==> src/rtl/fir_filter_prog.sv <==
// Programmable direct-form FIR filter: TAPS coefficients written over a small
// register port, three registered stages (products, sum, saturated output).
module fir_filter_prog #(
    parameter int TAPS   = 15,
    parameter int DATA_W = 8,
    parameter int COEF_W = 8,
    parameter int OUT_W  = 20,
    parameter int SIGNED = 0
) (
    input  logic              clock,
    input  logic              reset,
    input  logic              clear,
    input  logic              in_valid,
    input  logic [DATA_W-1:0] in_data,
    input  logic              coef_we,
    input  logic [5:0]        coef_addr,
    input  logic [COEF_W-1:0] coef_data,
    output logic              out_valid,
    output logic [OUT_W-1:0]  out_data
);

    // Valid semantics: in_valid marks a sample taken at that rising edge (no
    // backpressure); out_valid is a one-cycle pulse and out_data holds otherwise.

    localparam int   PROD_W = DATA_W + COEF_W;
    localparam int   ACC_W  = PROD_W + $clog2(TAPS);
    localparam logic SGN    = (SIGNED != 0);

    logic [COEF_W-1:0] coef  [TAPS];
    logic [DATA_W-1:0] dline [TAPS];
    logic [PROD_W-1:0] prod  [TAPS];
    logic [ACC_W-1:0]  acc;
    logic [ACC_W-1:0]  acc_sum;
    logic [OUT_W-1:0]  sat_data;
    logic [2:0]        vpipe;  // [0] new sample in dline, [1] products, [2] sum

    function automatic logic [PROD_W-1:0] ext_d(input logic [DATA_W-1:0] d);
        return {{COEF_W{SGN & d[DATA_W-1]}}, d};
    endfunction

    function automatic logic [PROD_W-1:0] ext_c(input logic [COEF_W-1:0] c);
        return {{DATA_W{SGN & c[COEF_W-1]}}, c};
    endfunction

    function automatic logic [ACC_W-1:0] ext_p(input logic [PROD_W-1:0] p);
        return {{(ACC_W-PROD_W){SGN & p[PROD_W-1]}}, p};
    endfunction

    // Writes to tap indices at or beyond TAPS match no register and are dropped.
    always_ff @(posedge clock or negedge reset) begin
        if (!reset) begin
            for (int k = 0; k < TAPS; k++) coef[k] <= '0;
        end else begin
            for (int k = 0; k < TAPS; k++) begin
                if (coef_we && coef_addr == 6'(k)) coef[k] <= coef_data;
            end
        end
    end

    always_ff @(posedge clock or negedge reset) begin
        if (!reset) begin
            for (int k = 0; k < TAPS; k++) dline[k] <= '0;
            vpipe <= '0;
        end else if (clear) begin
            for (int k = 0; k < TAPS; k++) dline[k] <= '0;
            vpipe <= '0;
        end else begin
            if (in_valid) begin
                dline[0] <= in_data;
                for (int k = 1; k < TAPS; k++) dline[k] <= dline[k-1];
            end
            vpipe <= {vpipe[1:0], in_valid};
        end
    end

    // Modular multiply of extended operands yields the exact product in PROD_W bits.
    always_ff @(posedge clock or negedge reset) begin
        if (!reset) begin
            for (int k = 0; k < TAPS; k++) prod[k] <= '0;
            acc <= '0;
        end else begin
            for (int k = 0; k < TAPS; k++) prod[k] <= ext_d(dline[k]) * ext_c(coef[k]);
            acc <= acc_sum;
        end
    end

    always_comb begin
        acc_sum = '0;
        for (int k = 0; k < TAPS; k++) acc_sum = acc_sum + ext_p(prod[k]);
    end

    generate
        if (OUT_W >= ACC_W) begin : g_ext
            always_comb begin
                if (SGN) sat_data = OUT_W'($signed(acc));
                else     sat_data = OUT_W'(acc);
            end
        end else begin : g_sat
            logic [ACC_W-OUT_W:0] top_bits;
            assign top_bits = acc[ACC_W-1:OUT_W-1];
            always_comb begin
                sat_data = acc[OUT_W-1:0];
                if (SGN) begin
                    if (!(&top_bits) && (|top_bits))
                        sat_data = acc[ACC_W-1] ? {1'b1, {(OUT_W-1){1'b0}}}
                                                : {1'b0, {(OUT_W-1){1'b1}}};
                end else if (|top_bits[ACC_W-OUT_W:1]) begin
                    sat_data = '1;
                end
            end
        end
    endgenerate

    always_ff @(posedge clock or negedge reset) begin
        if (!reset) begin
            out_valid <= 1'b0;
            out_data  <= '0;
        end else begin
            out_valid <= vpipe[2] & ~clear;
            if (vpipe[2] && !clear) out_data <= sat_data;
        end
    end

endmodule

==> config.mk <==
export PLATFORM = sky130hd
export DESIGN_NAME = fir_filter_prog
export DESIGN_NICKNAME = d
export VERILOG_FILES = /design/src/rtl/fir_filter_prog.sv
export SDC_FILE = /design/constraint.sdc
export NUM_CORES = 2
export LEC_CHECK = 0
export CAP_MARGIN = 10
export CELL_PAD_IN_SITES_DETAIL_PLACEMENT = 1
export CELL_PAD_IN_SITES_GLOBAL_PLACEMENT = 1
export CORE_MARGIN = 2
export CORE_UTILIZATION = 47
export DETAILED_ROUTE_END_ITERATION = 8
export PLACE_DENSITY = 0.85
export SYNTH_ARGS = -nofsm -noshare
export SYNTH_HDL_FRONTEND = slang
export SYNTH_SLANG_ARGS = --single-unit
export TNS_END_PERCENT = 1
==> constraint.sdc <==
create_clock -name clock -period 5.4 [get_ports clock]
set_input_delay 0.54 -clock clock [delete_from_list [all_inputs] [get_ports clock]]
set_output_delay 0.54 -clock clock [all_outputs]
set_load 0.01 [all_outputs]
## After elaboration in Yosys (flattened, before gate mapping)

Cells that the tools add are included.

| operators by class | value |
|---|---|
| $mul | 15 |
| muxes and demuxes | 3 |
| bitwise operators | 2 |
| reductions and logical operators | 19 |
| equality and inequality tests | 14 |
| $add $sub $neg | 14 |

Operator list:

| kind | count |
|---|---|
| $mul 8x8->16 | 15 |
| $mux 120 | 2 |
| $add 20x16->20 | 11 |
| $eq 6x4->1 const B | 7 |
| $eq 6x3->1 const B | 4 |
| $add 18x16->19 | 1 |
| $add 17x16->18 | 1 |
| $add 16x16->17 | 1 |
| $logic_and 1x1->1 | 16 |
| $eq 6x2->1 const B | 2 |
| $eq 6x1->1 const B | 1 |
| $logic_not 6->1 | 1 |
| $mux 3 | 1 |
| $reduce_bool 2->1 | 1 |
| $and 1x1->1 | 1 |
| $logic_not 1->1 | 1 |
| $not 1->1 | 1 |

| word-level totals | value |
|---|---|
| logic and storage cells | 116 |
| flip-flop bits (word level) | 524 |

## Logic depth before layout (Yosys ltp)

| depth | value |
|---|---|
| depth after elaboration | 14 |
| mapped depth | 22 |

## Worst setup path after synthesis

OpenSTA, ideal clock, no wires.

| timing path | value |
|---|---|
| path kind | register -> register |
| start | register prod[208] (netlist name) |
| end | register acc[19] |
| required time | 5.278 ns |
| buffers on the path | 0 |
| arrival | 4.938 ns |
| cell stages (with the launch flop) | 22 |
| setup time | 0.122 ns |
| slack | 0.340 ns |
| path through | dfrtp_1 -> ha_1 -> inv_1 -> fa_1 -> nor2b_1 -> o21ai_1 -> a21o_1 -> a21oi_2 -> o2111ai_1 -> a21oi_1 -> ha_1 -> inv_1 -> fa_1 -> fa_1 -> inv_1 -> fa_1 -> ha_1 -> ha_1 -> a21o_1 -> a21o_1 -> o41a_1 -> xor2_1 |

| between the ends | value |
|---|---|
| cells in the longest elaborated chain, start to end | 14 |

RTL lines:

| item | RTL line | RTL |
|---|---|---|
| start, declared | 31 | `logic [PROD_W-1:0] prod [TAPS];` |
| $add 16x16->17 | 89 | `for (int k = 0; k < TAPS; k++) acc_sum = acc_sum + ext_p(prod[k]);` |
| $add 17x16->18 | 89 |  |
| $add 18x16->19 | 89 |  |
| $add 20x16->20 (11 in series) | 89 |  |
| via acc_sum[19] | 33 | `logic [ACC_W-1:0] acc_sum;` |
| end signal, assigned | 83 | `acc <= acc_sum;` |
| end, declared | 32 | `logic [ACC_W-1:0] acc;` |

The timed path passes the listed nets, and every way through them passes these cells.
A chain may end at the register's enable or synchronous reset.

## Worst setup path after layout

| timing path | value |
|---|---|
| start | register prod[155] (netlist name) |
| end | register acc[19] |

| between the ends | value |
|---|---|
| cells in the longest elaborated chain, start to end | 10 |

RTL lines:

| item | RTL line |
|---|---|
| $add 20x16->20 (10 in series) | 89 |
| via acc_sum[19] | 33 |

The timed path passes the listed nets, and every way through them passes these cells.

==> flow_summary_export.csv <==
group,metric,value,unit
placement,placed_area,56300,µm²
power_and_ir_drop,power_density,176,nW/µm²
critical_path,cp-start-kind,"register",
grt,grt_start_max_net_pins,154,
clock_network,clk_latency,660,ps
placement,io_buffers,47,
synth,syn_area,54500,µm²
synth,syn-num-nets,6771,
grt,overflow,0,
sta,finalHoldViolations,0,
finish,drive_gt1_frac,0.0656,
synth,synthAdderAreaFrac,0.403,
synth,synthSimpleGateAreaFrac,0.140,
floorplan,coreArea,115000,µm²
detailed_routing,initialDrtViolationCount,2336,
critical_path,cp_slowest_cell,"fa_1",
detailed_routing,totalWireLength,165000,µm
sta,setup_ws,-27.5,ps
synth,synth_top_family_by_area,"adder cells",
finish,area_growth,8.03,%
power_and_ir_drop,ir_worst_vdd,188,µV
detailed_routing,wl_per_cell,23.7,µm
critical_path,crit_arrival,5940,ps
sta,maxSlewHeadroom,0.138,
run_status,outcome,"complete, but fails checks",
worst_hold_path,hold_path_depth,2,
job,maxCapViolations,0,
finish,layout_commonest_cell,"inv_1",
placement,gp_congestion,0.868,
critical_path,ff2ff_setup_slack,-30,ps
critical_path,endpoint_kind,"register",
detailed_routing,vias_per_cell,5.64,
placement,place_ws,-110,ps
finish,stdcell_area,58800,µm²
worst_hold_path,min_to,"vpipe[0]",
clock_network,clkTransAtPathRegs,70,ps
clock_network,htree_num_levels,3,
synth,yosys.area_share.xor_xnor,0.0291,
sta,min_period,5430,ps
run_status,failed_checks,"setup timing",
sta,rsz0062_at_grt,"yes",
floorplan,die_h,344,µm
critical_path,required,5910,ps
sta,max_clock_freq,184,MHz
clock_network,root_buffer,"clkbuf_16",
critical_path,cp_max_fo,8,
grt,grt_pass1_vias,45232,
critical_path,critPathTopFamily,"adder cells",
clock_network,clkSinkCount,524,
critical_path,r2r_start,"prod[155]",
finish,final_cell_mix,"inv_1 (991), fa_1 (727), ha_1 (579)",
floorplan,num_rows,124,
synth,synth-edff-count,0,
synth,yosys_warnings,0,
synth,ys.flop_type,"dfrtp_1",
critical_path,worst-path-buf-inv,0,
synth,synthArstFlopShare,1.00,
critical_path,slowest_delay,580,ps
synth,synth_seq_area_share,0.241,
clock_network,cts_tree,"done",
clock_network,numCtsBuffers,69,
floorplan,floorplan.initialDensity,0.475,
synth,syn_avg_cell_area,10.0,µm²
critical_path,path_cells,"fa_1, fa_1, fa_1, fa_1, fa_1, fa_1, ha_1, nand3_1, nor2_1, a32oi_2, o31ai_4, o41a_1, xor2_1",
floorplan,dieArea,119000,µm²
grt,grt_pass1_wl,262000,µm
finish,nets,6735,
worst_hold_path,hold_path.startpoint,"in_valid",
clock_network,cts_buffer_depth,3,
sta,setup_viol,1,
synth,synth_cell_types,76,
power_and_ir_drop,leakage,31.5,nW
synth,postSynthCellCount,5428,
placement,dp_hpwl,122000,µm
detailed_routing,drc,0,
critical_path,critPathLaunch,"prod[155]",
critical_path,crit_type,"reg -> reg",
worst_hold_path,hold_path_class,"in -> reg",
grt,grt_usage,0.288,
sta,fin_crit_sh,1.01,
synth,synth_seq_cells,524,
critical_path,r2r_end,"acc[19]",
floorplan,die_w,344,µm
critical_path,reg2reg_depth,13,
floorplan,design.portCount,48,
sta,skew,35.4,ps
critical_path,path_common_cell,"fa_1",
synth,synthMuxAreaShare,0.0522,
synth,synth-compound-area-share,0.0540,
detailed_routing,vias,39217,
detailed_routing,drt.antenna.violating_nets,0,
detailed_routing,drt_first_pass_iters,5,
finish,nFillCells,12550,
sta,worst_pin_slew,1290,ps
sta,drv_slew,0,
grt,antenna_found_initial,17,
[registers in the layout (all words and copies together), names as in the netlist]
signal / count
out_valid: 1
coef: 120
vpipe: 3
acc: 20
dline: 120
out_data: 20
prod: 240
[synth_stat cells, drive strengths merged (4+ instances only)]
| master | count | area (µm²) |
|---|---|---|
| inv | 993 | 3730 |
| fa | 729 | 14600 |
| ha | 587 | 7340 |
| nand2 | 552 | 2070 |
| and2 | 527 | 3300 |
| dfrtp | 524 | 13100 |
| nor2 | 237 | 912 |
| clkbuf | 171 | 642 |
| mux2 | 142 | 1600 |
| xnor2 | 128 | 1120 |
| mux2i | 124 | 1240 |
| a21oi | 119 | 614 |
| o21ai | 83 | 430 |
| nor3 | 65 | 330 |
| xor2 | 53 | 464 |
| a21o | 49 | 368 |
| o211ai | 39 | 293 |
| nand3 | 28 | 140 |
| nor2b | 27 | 176 |
| and3 | 22 | 138 |
| nand2b | 20 | 125 |
| o211a | 18 | 180 |
| a31oi | 17 | 143 |
| a211oi | 15 | 113 |
| o21bai | 15 | 113 |
| or3 | 15 | 93.8 |
| o21a | 14 | 105 |
| buf | 13 | 62.6 |
| nand3b | 10 | 75.1 |
| a31o | 8 | 70.1 |
| a2111oi | 7 | 92.6 |
| a41oi | 6 | 52.6 |
| nor3b | 6 | 50.1 |
| or2 | 6 | 37.5 |
| nand4 | 5 | 31.3 |
| o41ai | 5 | 58.8 |
| a221oi | 4 | 35.0 |
| nor4 | 4 | 25.0 |
| o311ai | 4 | 35.0 |
| o31a | 4 | 43.8 |
[metrics by stage]
step | total power [mW] | instances | setup TNS, ps | hold slack, ps | util
finish | 10.3 | 6958 | -27.5 | 443 | 0.513
global placement | 5.48 | 6826 | -21.4 | 443 | 0.491
floorplan | 4.98 | 5428 | 0 | 244 | -
CTS | 10.4 | 6950 | -10.2 | 476 | 0.512
global route | 10.7 | 6955 | -197 | 468 | 0.513
detailed placement | 5.55 | 6826 | -110 | 465 | 0.491
[worst reg2reg max path, cell delays in order, from the launching register on]
cell and delay, ps:
dfrtp_1 450, fa_1 540, fa_1 580, fa_1 580
fa_1 480, fa_1 560, fa_1 450, ha_1 460
nand3_1 220, nor2_1 90, a32oi_2 220, o31ai_4 150
o41a_1 350, xor2_1 160
[cells by family (layout without fill, tap and decap cells)]
| group | count (synthesis) | count (layout) |
|---|---|---|
| buffers and inverters | 1177 | 1192 |
| adder cells (fa/ha/maj) | 1316 | 1316 |
| multiplexers | 266 | 266 |
| AO/OA/AOI/OAI | 428 | 428 |
| other | 0 | 3 |
| XOR/XNOR | 181 | 181 |
| flip-flops | 524 | 524 |
| AND/OR/NAND/NOR | 1536 | 1536 |
[per-layer routing]
layer / vias to the layer above / global-route usage / routed length (µm)
li1: 16854 / - / -
met1: 20675 / 0.356 / 65300
met2: 1222 / 0.496 / 81900
met3: 456 / 0.0432 / 9340
met4: 10 / 0.134 / 8550
met5: - / 0 / 68
[power by group]
part / switching (mW) / internal, mW
sequential: 0.415 / 4.13
clock: 2.00 / 2.81
combinational: 0.580 / 0.395
[area by class of cell]
class                      count  area [µm²]  area share
clock inverter                31         344     0.00585
sequential                   524       13100       0.223
multi-input combinational   3727       37000       0.630
timing repair buffer          77         734      0.0125
inverter                     993        3730      0.0634
antenna                        3        7.51    0.000128
clock buffer                  91        1960      0.0333
tap                         1512        1890      0.0322
[worst max-delay path by stage]
stage	to	slack [ps]	cells past startpoint
after global routing	acc[19]	-150	22
after floorplan	acc[19]	340	21
after global placement	acc[19]	-20	21
after detailed placement	acc[19]	-110	22
final	acc[19]	-30	13
after CTS	acc[19]	-10	22
[what timing repair did]
action                                 CTS  global route
endpoints found under the hold margin   63             0
resized for setup                        4            25
pin swaps                                4            14
setup buffers                            1             5
setup endpoints to repair                4             8
hold buffers                             1             0
No activity file was read; power rests on OpenSTA's default activity.
